--- src/rtl/led_share_arbiter.sv ---
// rtl/led_share_arbiter.sv - round-robin owner of the 4-LED bank with idle chaser
//
// Shares the active-low LED bank among three requesters. When nobody owns the
// bank, a right-rotating chaser is shown. Each grant holds the bank for a fixed
// dwell time (optionally blinking) and is followed by an all-off gap.
//
// Ports:
//   clk    in   system clock
//   rst    in   asynchronous active-low reset
//   req    in   [2:0] level-sensitive requests, one per requester
//   pat0-2 in   [3:0] active-high LED pattern per requester
//   blink  in   [2:0] per-requester blink enable
//   gnt    out  [2:0] one-hot grant, zero when nobody owns the bank
//   busy   out  high while granting or in the gap
//   L      out  [3:0] active-low LED drive, registered
module led_share_arbiter #(
   parameter int TICK_DIV    = 50000,
   parameter int DWELL_TICKS = 500,
   parameter int BLINK_TICKS = 125,
   parameter int CHASE_TICKS = 1000,
   parameter int GAP_TICKS   = 50
) (
   input  logic       clk,
   input  logic       rst,
   input  logic [2:0] req,
   input  logic [3:0] pat0,
   input  logic [3:0] pat1,
   input  logic [3:0] pat2,
   input  logic [2:0] blink,
   output logic [2:0] gnt,
   output logic       busy,
   output logic [3:0] L
);

   localparam logic [1:0] S_IDLE  = 2'd0;
   localparam logic [1:0] S_GRANT = 2'd1;
   localparam logic [1:0] S_GAP   = 2'd2;

   localparam logic [31:0] TICK_LAST  = 32'(TICK_DIV - 1);
   localparam logic [31:0] DWELL_LAST = 32'(DWELL_TICKS - 1);
   localparam logic [31:0] BLINK_LAST = 32'(BLINK_TICKS - 1);
   localparam logic [31:0] CHASE_LAST = 32'(CHASE_TICKS - 1);
   localparam logic [31:0] GAP_LAST   = 32'(GAP_TICKS - 1);

   logic [1:0]  state_q,  state_d;
   logic [31:0] presc_q,  presc_d;
   logic [31:0] tcnt_q,   tcnt_d;
   logic [31:0] sub_q,    sub_d;
   logic [3:0]  chaser_q, chaser_d;
   logic [1:0]  last_q,   last_d;
   logic [1:0]  owner_q,  owner_d;
   logic        phase_q,  phase_d;
   logic [2:0]  gnt_q,    gnt_d;
   logic        busy_q,   busy_d;
   logic [3:0]  l_q,      l_d;

   logic        tick;
   logic        sub_wrap;
   logic [31:0] sub_last;
   logic        entry;
   logic [1:0]  win_idx;
   logic        own_req;
   logic        own_blink;
   logic [3:0]  sel_pat;
   logic        sel_blink;

   // Round-robin search starting just after the last winner.
   always_comb begin
      win_idx = 2'd0;
      case (last_q)
         2'd0: begin
            if      (req[1]) win_idx = 2'd1;
            else if (req[2]) win_idx = 2'd2;
            else             win_idx = 2'd0;
         end
         2'd1: begin
            if      (req[2]) win_idx = 2'd2;
            else if (req[0]) win_idx = 2'd0;
            else             win_idx = 2'd1;
         end
         default: begin
            if      (req[0]) win_idx = 2'd0;
            else if (req[1]) win_idx = 2'd1;
            else             win_idx = 2'd2;
         end
      endcase
   end

   always_comb begin
      own_req   = req[2];
      own_blink = blink[2];
      case (owner_q)
         2'd0:    begin own_req = req[0]; own_blink = blink[0]; end
         2'd1:    begin own_req = req[1]; own_blink = blink[1]; end
         default: begin own_req = req[2]; own_blink = blink[2]; end
      endcase
   end

   always_comb begin
      tick = (presc_q == TICK_LAST);
      // One sub-counter serves both the chaser period (IDLE) and the blink
      // half-period (GRANT); it marks every Nth tick since state entry.
      sub_last = (state_q == S_IDLE) ? CHASE_LAST : BLINK_LAST;
      sub_wrap = tick && (sub_q == sub_last);

      state_d  = state_q;
      chaser_d = chaser_q;
      last_d   = last_q;
      owner_d  = owner_q;
      phase_d  = phase_q;

      case (state_q)
         S_IDLE: begin
            if (sub_wrap) begin
               chaser_d = {chaser_q[0], chaser_q[3:1]};
            end
            if (req != 3'b000) begin
               state_d = S_GRANT;
               owner_d = win_idx;
               last_d  = win_idx;
               phase_d = 1'b1;
            end
         end
         S_GRANT: begin
            if (own_blink && sub_wrap) begin
               phase_d = ~phase_q;
            end
            // Early release and dwell completion both lead to GAP.
            if (!own_req || (tick && (tcnt_q == DWELL_LAST))) begin
               state_d = S_GAP;
            end
         end
         S_GAP: begin
            if (tick && (tcnt_q == GAP_LAST)) begin
               state_d = S_IDLE;
            end
         end
         default: begin
            state_d = S_IDLE;
         end
      endcase

      // The FSM never stays in a state through a self-transition, so any
      // change of state is a state entry that restarts all timing.
      entry = (state_d != state_q);
      if (entry) begin
         presc_d = 32'd0;
         tcnt_d  = 32'd0;
         sub_d   = 32'd0;
      end else begin
         presc_d = tick ? 32'd0 : presc_q + 32'd1;
         tcnt_d  = tcnt_q + {31'd0, tick};
         if (sub_wrap) begin
            sub_d = 32'd0;
         end else if (tick) begin
            sub_d = sub_q + 32'd1;
         end else begin
            sub_d = sub_q;
         end
      end
   end

   // Outputs are computed from the next state so they change on the same
   // edge as the state they describe.
   always_comb begin
      sel_pat   = pat2;
      sel_blink = blink[2];
      case (owner_d)
         2'd0:    begin sel_pat = pat0; sel_blink = blink[0]; end
         2'd1:    begin sel_pat = pat1; sel_blink = blink[1]; end
         default: begin sel_pat = pat2; sel_blink = blink[2]; end
      endcase

      busy_d = (state_d != S_IDLE);
      gnt_d  = (state_d == S_GRANT) ? (3'b001 << owner_d) : 3'b000;

      case (state_d)
         S_IDLE:  l_d = ~chaser_d;
         S_GRANT: l_d = (phase_d || !sel_blink) ? ~sel_pat : 4'b1111;
         default: l_d = 4'b1111;
      endcase
   end

   always_ff @(posedge clk or negedge rst) begin
      if (!rst) begin
         state_q  <= S_IDLE;
         presc_q  <= 32'd0;
         tcnt_q   <= 32'd0;
         sub_q    <= 32'd0;
         chaser_q <= 4'b1000;
         last_q   <= 2'd2;
         owner_q  <= 2'd0;
         phase_q  <= 1'b1;
         gnt_q    <= 3'b000;
         busy_q   <= 1'b0;
         l_q      <= 4'b0111;
      end else begin
         state_q  <= state_d;
         presc_q  <= presc_d;
         tcnt_q   <= tcnt_d;
         sub_q    <= sub_d;
         chaser_q <= chaser_d;
         last_q   <= last_d;
         owner_q  <= owner_d;
         phase_q  <= phase_d;
         gnt_q    <= gnt_d;
         busy_q   <= busy_d;
         l_q      <= l_d;
      end
   end

   assign gnt  = gnt_q;
   assign busy = busy_q;
   assign L    = l_q;

endmodule

--- config.mk ---
export PLATFORM = sky130hd
export DESIGN_NAME = led_share_arbiter
export DESIGN_NICKNAME = d
export VERILOG_FILES = /design/src/rtl/led_share_arbiter.sv
export SDC_FILE = /design/constraint.sdc
export NUM_CORES = 1
export LEC_CHECK = 0
export ABC_AREA = 1
export CORE_UTILIZATION = 56
export CTS_CLUSTER_DIAMETER = 80
export DETAILED_ROUTE_END_ITERATION = 10
export PLACE_DENSITY = 0.8
export SYNTH_ARGS = -nofsm -noshare
export SYNTH_HDL_FRONTEND = slang
export SYNTH_SLANG_ARGS = --single-unit
--- constraint.sdc ---
create_clock -name clk -period 2.5 [get_ports clk]
set_input_delay 0.5 -clock clk [delete_from_list [all_inputs] [get_ports clk]]
set_output_delay 0.5 -clock clk [all_outputs]
set_load 0.01 [all_outputs]
* Yosys cells after proc, flatten, opt, wreduce, memory -nomap -nowiden *
Index checks and enable logic that the tools add are counted.

word-level totals
  register bits = 115
  bits in latches = 0
  memory bits (writable) = 0
  ROM bits = 0
  input bits = 20
  word-level logic and storage cells = 78
  memories kept = 0

operators by class
  $add $sub $neg = 3
  multiply operators = 0
  divide/modulo/power cells = 0
  $lt $le $gt $ge = 0
  equality and inequality tests = 11
  shift-type cells = 1
  muxes and demuxes = 32
  bitwise gates (word level) = 3
  reductions and logical operators = 17

operators with widths
  operator                 count
  $mux W32                 6
  $add A32 B1 Y32 const B  2
  $add A32 B1 Y32          1
  $eq A32 B10 Y1           1
  $eq A32 B16 Y1 const B   1
  $eq A32 B6 Y1 const B    1
  $eq A32 B9 Y1 const B    1
  $mux W2                  10
  $pmux W4 S2              2
  $mux W4                  3
  $eq A2 B1 Y1 const B     5
  $logic_not A2 Y1         5
  $mux W10                 1
  $not A4 Y4               2
  $pmux W1 S2              4
  $pmux W2 S3              1
  $reduce_bool A3 Y1       2
  $logic_and A1 B1 Y1      4
  $pmux W2 S2              1
  $mux W1                  3
  $mux W3                  1
  $shl A1 B2 Y3 const A    1
  $eq A2 B2 Y1 const B     1
  $logic_not A1 Y1         2
  5 further kinds          6

* Logic depth before layout (Yosys ltp) *
  depth in word-level cells = 11
  mapped depth = 19

* Worst setup path after synthesis *
Ideal clock, no wire load.

  path kind = flip-flop to flip-flop
  start = reg presc_q[0]
  end = reg tcnt_q[26]
  arrival time = 2.469 ns
  data required time = 2.379 ns
  slack = -0.090 ns
  cell stages (with the launch flop) = 19
  path buffers = 0
  period minus slack after synthesis = 2.590 ns
  cells stage by stage = dfrtp_1 > ha_1 > nand3_2 > nor2_1 > nand2_1 > nor2_2 > ha_1 > ha_1 > nand2_1 > nor2_2 > nand2_2 > nor2_2 > nand2_2 > nor2_4 > nand2_2 > nor3_2 > nand2_1 > xor2_1 > nor2_1

on the way
  cells in the longest elaborated chain, start to end = 7
  elaborated cells on any way between the ends = 10

RTL lines
  item                                                                     RTL line  source
  start: declaration                                                       46        logic [31:0] presc_q, presc_d;
  start signal: assignment                                                 199       presc_q <= presc_d;
  $eq A32 B16 Y1 *                                                         100       tick = (presc_q == TICK_LAST);
  parallel branches: the longest is 5 deep, another holds $add A32 B1 Y32  n/a
  $mux W32 *                                                               146       if (entry) begin
  via tcnt_d[26]                                                           47        logic [31:0] tcnt_q, tcnt_d;
  end signal: assignment                                                   200       tcnt_q <= tcnt_d;
  end: declaration                                                         47

Mark *: on every way through the listed nets, which the timed path passes.
A chain may end at the register's enable or synchronous reset.

* Worst setup path after layout *
  start = reg presc_q[1]
  end = reg tcnt_q[8]

Same word-level chain as after synthesis.

==> metrics <==
total global routing overflow 0; final worst path period need 2.583 ns; I/O Pins 28; Critical Setup Path Class reg -> reg; Peak VDD IR 0.4231 mV; ratio of final minimum period to clock period 1.033; cell with the most instances after synthesis nand2_1; fillers 1037; worst r2r src presc_q[1]; CTS tree yes; Initial Util 0.5820; cell area after synthesis 7465 um^2; count of pins over their slew limit 0; Lkg Pwr 0.004354 uW; drt total wl 20180 um; Cell Pwr Density 482.2 nW/um^2; Worst-Margin Slew 0.7034 ns; # rows 41; critical path cell sequence ha_4 > nand3_4 > nor2_2 > nand2_2 > nor2_4 > ha_4 > ha_4 > nand2_4 > nor2_4 > nand2_4 > nor2_4 > buf_4 > buf_6 > buf_4 > buf_4 > buf_4 > buf_4 > buf_4 > buf_4 > nor2_1 > nor2_1; clock latency on the worst-skew pair 0.42 ns; top sig layer met4; synthesized flop and latch total 115; sequential share of the synthesized area 0.3865; post-synth top area cell dfrtp_1; Max Cap Viol 0; syn avg cell area 6.830 um^2; final cell count without fillers 1377; FF+latch area 2885 um^2; CTS root buffer clkbuf_16; htree depth 4; top_reg_cell synth dfrtp_1; Max clock buf depth 2; met2 routed WL 9883 um; PortBufs 27; diode count 0; Yosys Warn Count 0; mux cell area share after synthesis 0; Async SR Flop Fraction 1.000; initial antenna violation count 0; first-pass GRT wire length 33960 um; RSZ-0062 raised after global routing yes; R2R cell count 21; Worst Hold Slack 0.04200 ns; DR vias/cell 5.399; Setup crit end kind flip-flop; total track usage 0.3064; Synth area leaders dfrtp_1 (37%), nand2_1 (16%), nor2_1 (11%); Peak Freq 0.3872 GHz; # setup viols final 5; Vias 7434; Met1 Routed Length 8794 um; WL/cell 14.65 um; startpoint types flip-flop; skew final 0.006241 ns; Yosys cell types 35; largest family of logic cells by synthesized area simple AND/OR/NAND/NOR gates; Mapped Cells 1093; Post-Syn Nets 1117; post-route antenna net violation count 0; hpwl dp 14120 um; crit-path max cell delay 0.41 ns; Fin. Hold Viols 0; post-synthesis compound-gate area fraction 0.01257; WP data required 2.81 ns; met3 wire len 1070 um; clock-pin slew on the worst setup and hold paths 0.05 ns; R2R Setup Slk -0.08 ns; Critical Path Fanout Max 2; layout cell share with drive strength beyond 1 0.1369; slowest stage cell, crit path dfrtp_1; Slew HR 0.5275; chip width 117.5 um; WP data arrival 2.89 ns; core area 12820 um^2; Post-synth EDFFs 0; vias in the first global route 7215; Adder-Cell Fraction of Synth Area 0.006705; Post-Synth Simple-Gate Area 0.4289; area of the multi-input gates 4163 um^2; critical path's most frequent cell buf_4; delay-heaviest family, CP buffers and inverters; Num CTS Buffers 17; Final WS setup -0.08259 ns; full die area 13800 um^2; WP buf/inv 8; outcome complete, but fails checks; Die Y 117.5 um; Placed Cells 1328; Post-synth top cells nand2_1 (322), nor2_1 (224), dfrtp_1 (109), inv_1 (109), nor3_1 (68); XOR/XNOR Fraction of Synth Area 0.08917; reg-to-reg endpoint tcnt_q[8]; DRC Markers 0; Clock Sink Count 115; largest net degree at the start of global routing 51; nets 1216; DRT Pass-1 Iters 5; Worst Hold Class in -> async; post-synth top area share 0.3654; failing checks negative setup slack; Layout Area Growth over Synthesis 22.56%; DRT iter0 DRCs 753; GPL Wtd Cong 0.9600
-- per-layer routing --
layer,GRT usage,vias up
met2,0.5133,271
met4,0.1138,0
met5,0,-
li1,-,3646
met3,0.06153,45
met1,0.3918,3472
-- metrics by stage --
stage / setup TNS [ns] / util / power [uW] / instance area, um^2 / setup slack, ns
floorplan: -0.009242 / - / 1908 / 7508 / -0.004626
global placement: 0 / 0.6483 / 1983 / 8314 / 0.04374
detailed placement: -0.1760 / 0.6483 / 1984 / 8314 / -0.06841
CTS: -0.4753 / 0.7055 / 4432 / 9047 / -0.1363
global route: -1.680 / 0.7134 / 4533 / 9149 / -0.1974
finish: -0.1575 / 0.7134 / 4411 / 9149 / -0.08259
-- layout by cell type (no fill, tap or decap), types with 17 or more instances in the layout --
cell type and n:
nor3_1 64, xor2_1 62, nor2_1 212, buf_4 73, clkdlybuf4s50_1 26, clkbuf_16 17, nand4_1 36, nand2_1 318
inv_1 109, nand3_1 49, dfrtp_1 109
-- report_power, final --
group / switching [uW] / leakage, uW / total [uW] / internal, uW
Clock: 853 / 0.000294 / 2460 / 1610
Sequential: 0 / 0.00155 / 1860 / 1860
Combinational: 49.5 / 0.00251 / 85.0 / 35.4
Total: 902 / 0.00435 / 4410 / 3510
-- worst reg2reg max path: stages, from the launching register on --
cell     delay, ns
dfrtp_1       0.41
ha_4          0.19
nand3_4       0.06
nor2_2        0.04
nand2_2       0.09
nor2_4        0.05
ha_4          0.16
ha_4          0.16
nand2_4       0.07
nor2_4        0.04
nand2_4       0.08
nor2_4        0.04
buf_4         0.13
buf_6         0.10
buf_4         0.12
buf_4         0.13
buf_4         0.12
buf_4         0.12
buf_4         0.12
buf_4         0.12
nor2_1        0.09
nor2_1        0.04
-- layout make-up --
type / count / share of cell area
Tap cell: 172 / 0.02352
Multi-Input combinational cell: 842 / 0.4550
Timing Repair Buffer: 102 / 0.09396
Clock buffer: 22 / 0.05074
Sequential cell: 115 / 0.3154
Clock inverter: 10 / 0.01436
Inverter: 114 / 0.04705
-- flip-flops by register name, indices dropped and copies added, names as in the netlist --
signal    cells
owner_q       2
gnt           3
presc_q      32
state_q       2
last_q        2
tcnt_q       32
L             4
busy          1
sub_q        32
phase_q       1
chaser_q      4
-- timing repair --
action,4_1_cts,5_1_grt
hold buffers,0,0
setup endpoints to repair,4,22
resized for setup,9,19
pin swaps,11,16
setup buffers,13,4
-- worst max-delay path by stage --
stage                      from         end  cells after the start
floorplan            presc_q[0]  tcnt_q[26]                     18
global placement    presc_q[22]  tcnt_q[26]                     18
detailed placement   presc_q[0]  tcnt_q[24]                     17
CTS                 presc_q[16]  tcnt_q[26]                     18
global route        presc_q[16]  tcnt_q[30]                     18
finish               presc_q[1]   tcnt_q[8]                     21
-- cells by family after synthesis --
family	Yosys count
compound gates	17
xor+xnor	76
fa+ha+maj	4
buf+inv	136
flops	115
simple gates	745
(Power assumes the default switching activity.)
==> edit: new RTL, config.mk and constraints unchanged <==
Compare `tcnt_q` against `GAP_LAST` with >= in place of ==.
--- a/src/rtl/led_share_arbiter.sv
+++ b/src/rtl/led_share_arbiter.sv
@@ -131,7 +131,7 @@
             end
          end
          S_GAP: begin
-            if (tick && (tcnt_q == GAP_LAST)) begin
+            if (tick && (tcnt_q >= GAP_LAST)) begin
                state_d = S_IDLE;
             end
          end
Check against the original RTL: same outputs for any inputs over 10 cycles, from zero or initial values and one cycle with rst low; that may be too few to reach the edited logic, so the function may still have changed.
==> edit against the original RTL <==
  * Setup slack got worse by 120 ps
  * Critical path depth fell by 5
  * Largest cell class unchanged
  * Sequential cell count did not move
  * Synthesized area fell by 4.0%
  * Design area fell by 3.7%
  * Sequential power barely moved
  * The run still ends with negative setup slack left
  * Total power fell by 1.3%
  * Non-clock buffer count fell by 9
  * Routed wire length fell by 8.9%
  * Clock power fell by 2%
  * Global-route usage fell by 2.0 points
==> edit: results (changes against the original RTL) <==
Global routing
  – Grt met3 use: 5.535% (was 6.153%)
  – Met2 Track Usage GR: 48.88% (was 51.33%)
  – Vias in the first global route: 6638 (was 7215)
  – GR Layer Usage met1: 36.25% (was 39.18%)
  – Largest net degree at the start of global routing: 77 (was 51)
  – Gr usage total: 28.66% (was 30.64%)
  – First-pass GRT wire length: 29650 um (was 33960 um)

Hold path
  – Hold Path Class: input port to asynchronous set/reset pin (unchanged)

Logic synthesis
  – Syn_nets: 1028 (was 1117)
  – Register area share after synthesis: 40.27% (was 38.65%)
  – Syn avg cell area: 7.137 um2 (was 6.830 um2)
  – Synth area leaders: dfrtp_1, nand2_1, nor2_1 (unchanged)
  – Synth cell count leaders: nand2_1, nor2_1, dfrtp_1 (was nand2_1, nor2_1, dfrtp_1, inv_1, nor3_1)
  – Synth unique cells: 38 (was 35)

STA
  – Setup TNS: -1555 ps (was -157.5 ps)
  – PnR worst setup slack: -198.8 ps (was -82.59 ps)
  – Worst clock skew: 11.40 ps (was 6.241 ps)
  – Slew @ Worst Pin: 620.3 ps (was 703.4 ps)
  – Finish-stage setup viols: 17 (was 5)
  – Worst Hold Slack: 10.81 ps (was 42.00 ps)

Placed design
  – Dpl ws: 4.662 ps (was -68.41 ps)
  – Routability cong.: 0.9480 (was 0.9600)
  – Cell total after placement: 1233 (was 1328)
  – Cell Area, Placed: 7974 um2 (was 8314 um2)
  – Post-DP HPWL: 12380 um (was 14120 um)

Detailed routing
  – Met2 WL: 9032 um (was 9883 um)
  – Remaining antenna violation count: 0 (unchanged)
  – Drt wl/cell: 14.39 um (was 14.65 um)
  – Iter 0 DRT Violations: 600 (was 753)
  – Met3 wire length: 1129 um (was 1070 um)
  – WL met1: 7739 um (was 8794 um)
  – Vias per cell: 5.445 (was 5.399)

Power and ir drop
  – Switching pwr: 0.0009378 W (was 0.0009022 W)
  – Worst IR Drop VDD: 0.4727 mV (was 0.4231 mV)
  – Clk pwr: 0.00240 W (was 0.00246 W)
  – Sw Ratio: 21.54% (was 20.45%)
  – Leakage power: 4.294 nW (was 4.354 nW)

Setup path
  – Crit-path max FO: 3 (was 2)
  – CP arrival: 3010 ps (was 2890 ps)
  – CP max stage delay: 380 ps (was 410 ps)

CTS
  – CTS buffer count: 17 (unchanged)
  – Clock tree buffer depth: 2 (unchanged)

Status
  – Failing checks: negative setup slack (unchanged)
  – Status: finished with violations (unchanged)

Final layout
  – Final #Nets: 1121 (was 1216)
  – Fillers: 943 (was 1037)
  – Finished Layout Cells: 1278 (was 1377)
  – Share of cells above drive strength 1: 15.14% (was 13.69%)
## edit: timing repair
item,4_1_cts,5_1_grt
endpoints found under the setup margin,7,21
endpoints found under the hold margin,0,0
setup buffers,5,8
gates cloned,0,0
pin swaps,10,22
resized for setup,11,24
## edit: logic make-up after synthesis
| family | count (synthesis) | synth area share [%] |
|---|---|---|
| compound gates | 26 | 2.095 |
| xor+xnor | 65 | 7.945 |
| fa+ha+maj | 4 | 0.6985 |
| buf+inv | 138 | 7.945 |
| flops | 115 | 40.27 |
| simple gates | 656 | 41.05 |
## edit: critical path, delay by kind of cell (launching register included)
family                   cells  cell delay [ps]
adder cells (fa/ha/maj)      2              400
flip-flops                   1              380
AND/OR/NAND/NOR             14             1800
## edit: area by class of cell
cell class / instances / area, um2 / area share, %
Multi-Input combinational cell: 751 / 3864 / 43.85
Clock inverter: 12 / 131.4 / 1.491
Sequential cell: 115 / 2885 / 32.74
Clock buffer: 20 / 456.7 / 5.182
Inverter: 119 / 451.7 / 5.126
Tap cell: 168 / 210.2 / 2.385
Timing Repair Buffer: 93 / 813.3 / 9.229
## edit: final timing paths
path / start / end / cells past startpoint
setup / recovery: presc_q[31]$_DFF_PN0_ / tcnt_q[24]$_DFF_PN0_ / 16
max in group asynchronous: rst / L[2]$_DFF_PN1_ / 2
min in group clk: chaser_q[1]$_DFF_PN0_ / chaser_q[1]$_DFF_PN0_ / 2
hold / removal: rst / presc_q[10]$_DFF_PN0_ / 1
setup reg to reg: presc_q[31]$_DFF_PN0_ / tcnt_q[24]$_DFF_PN0_ / 16
hold reg to reg: chaser_q[1]$_DFF_PN0_ / chaser_q[1]$_DFF_PN0_ / 2
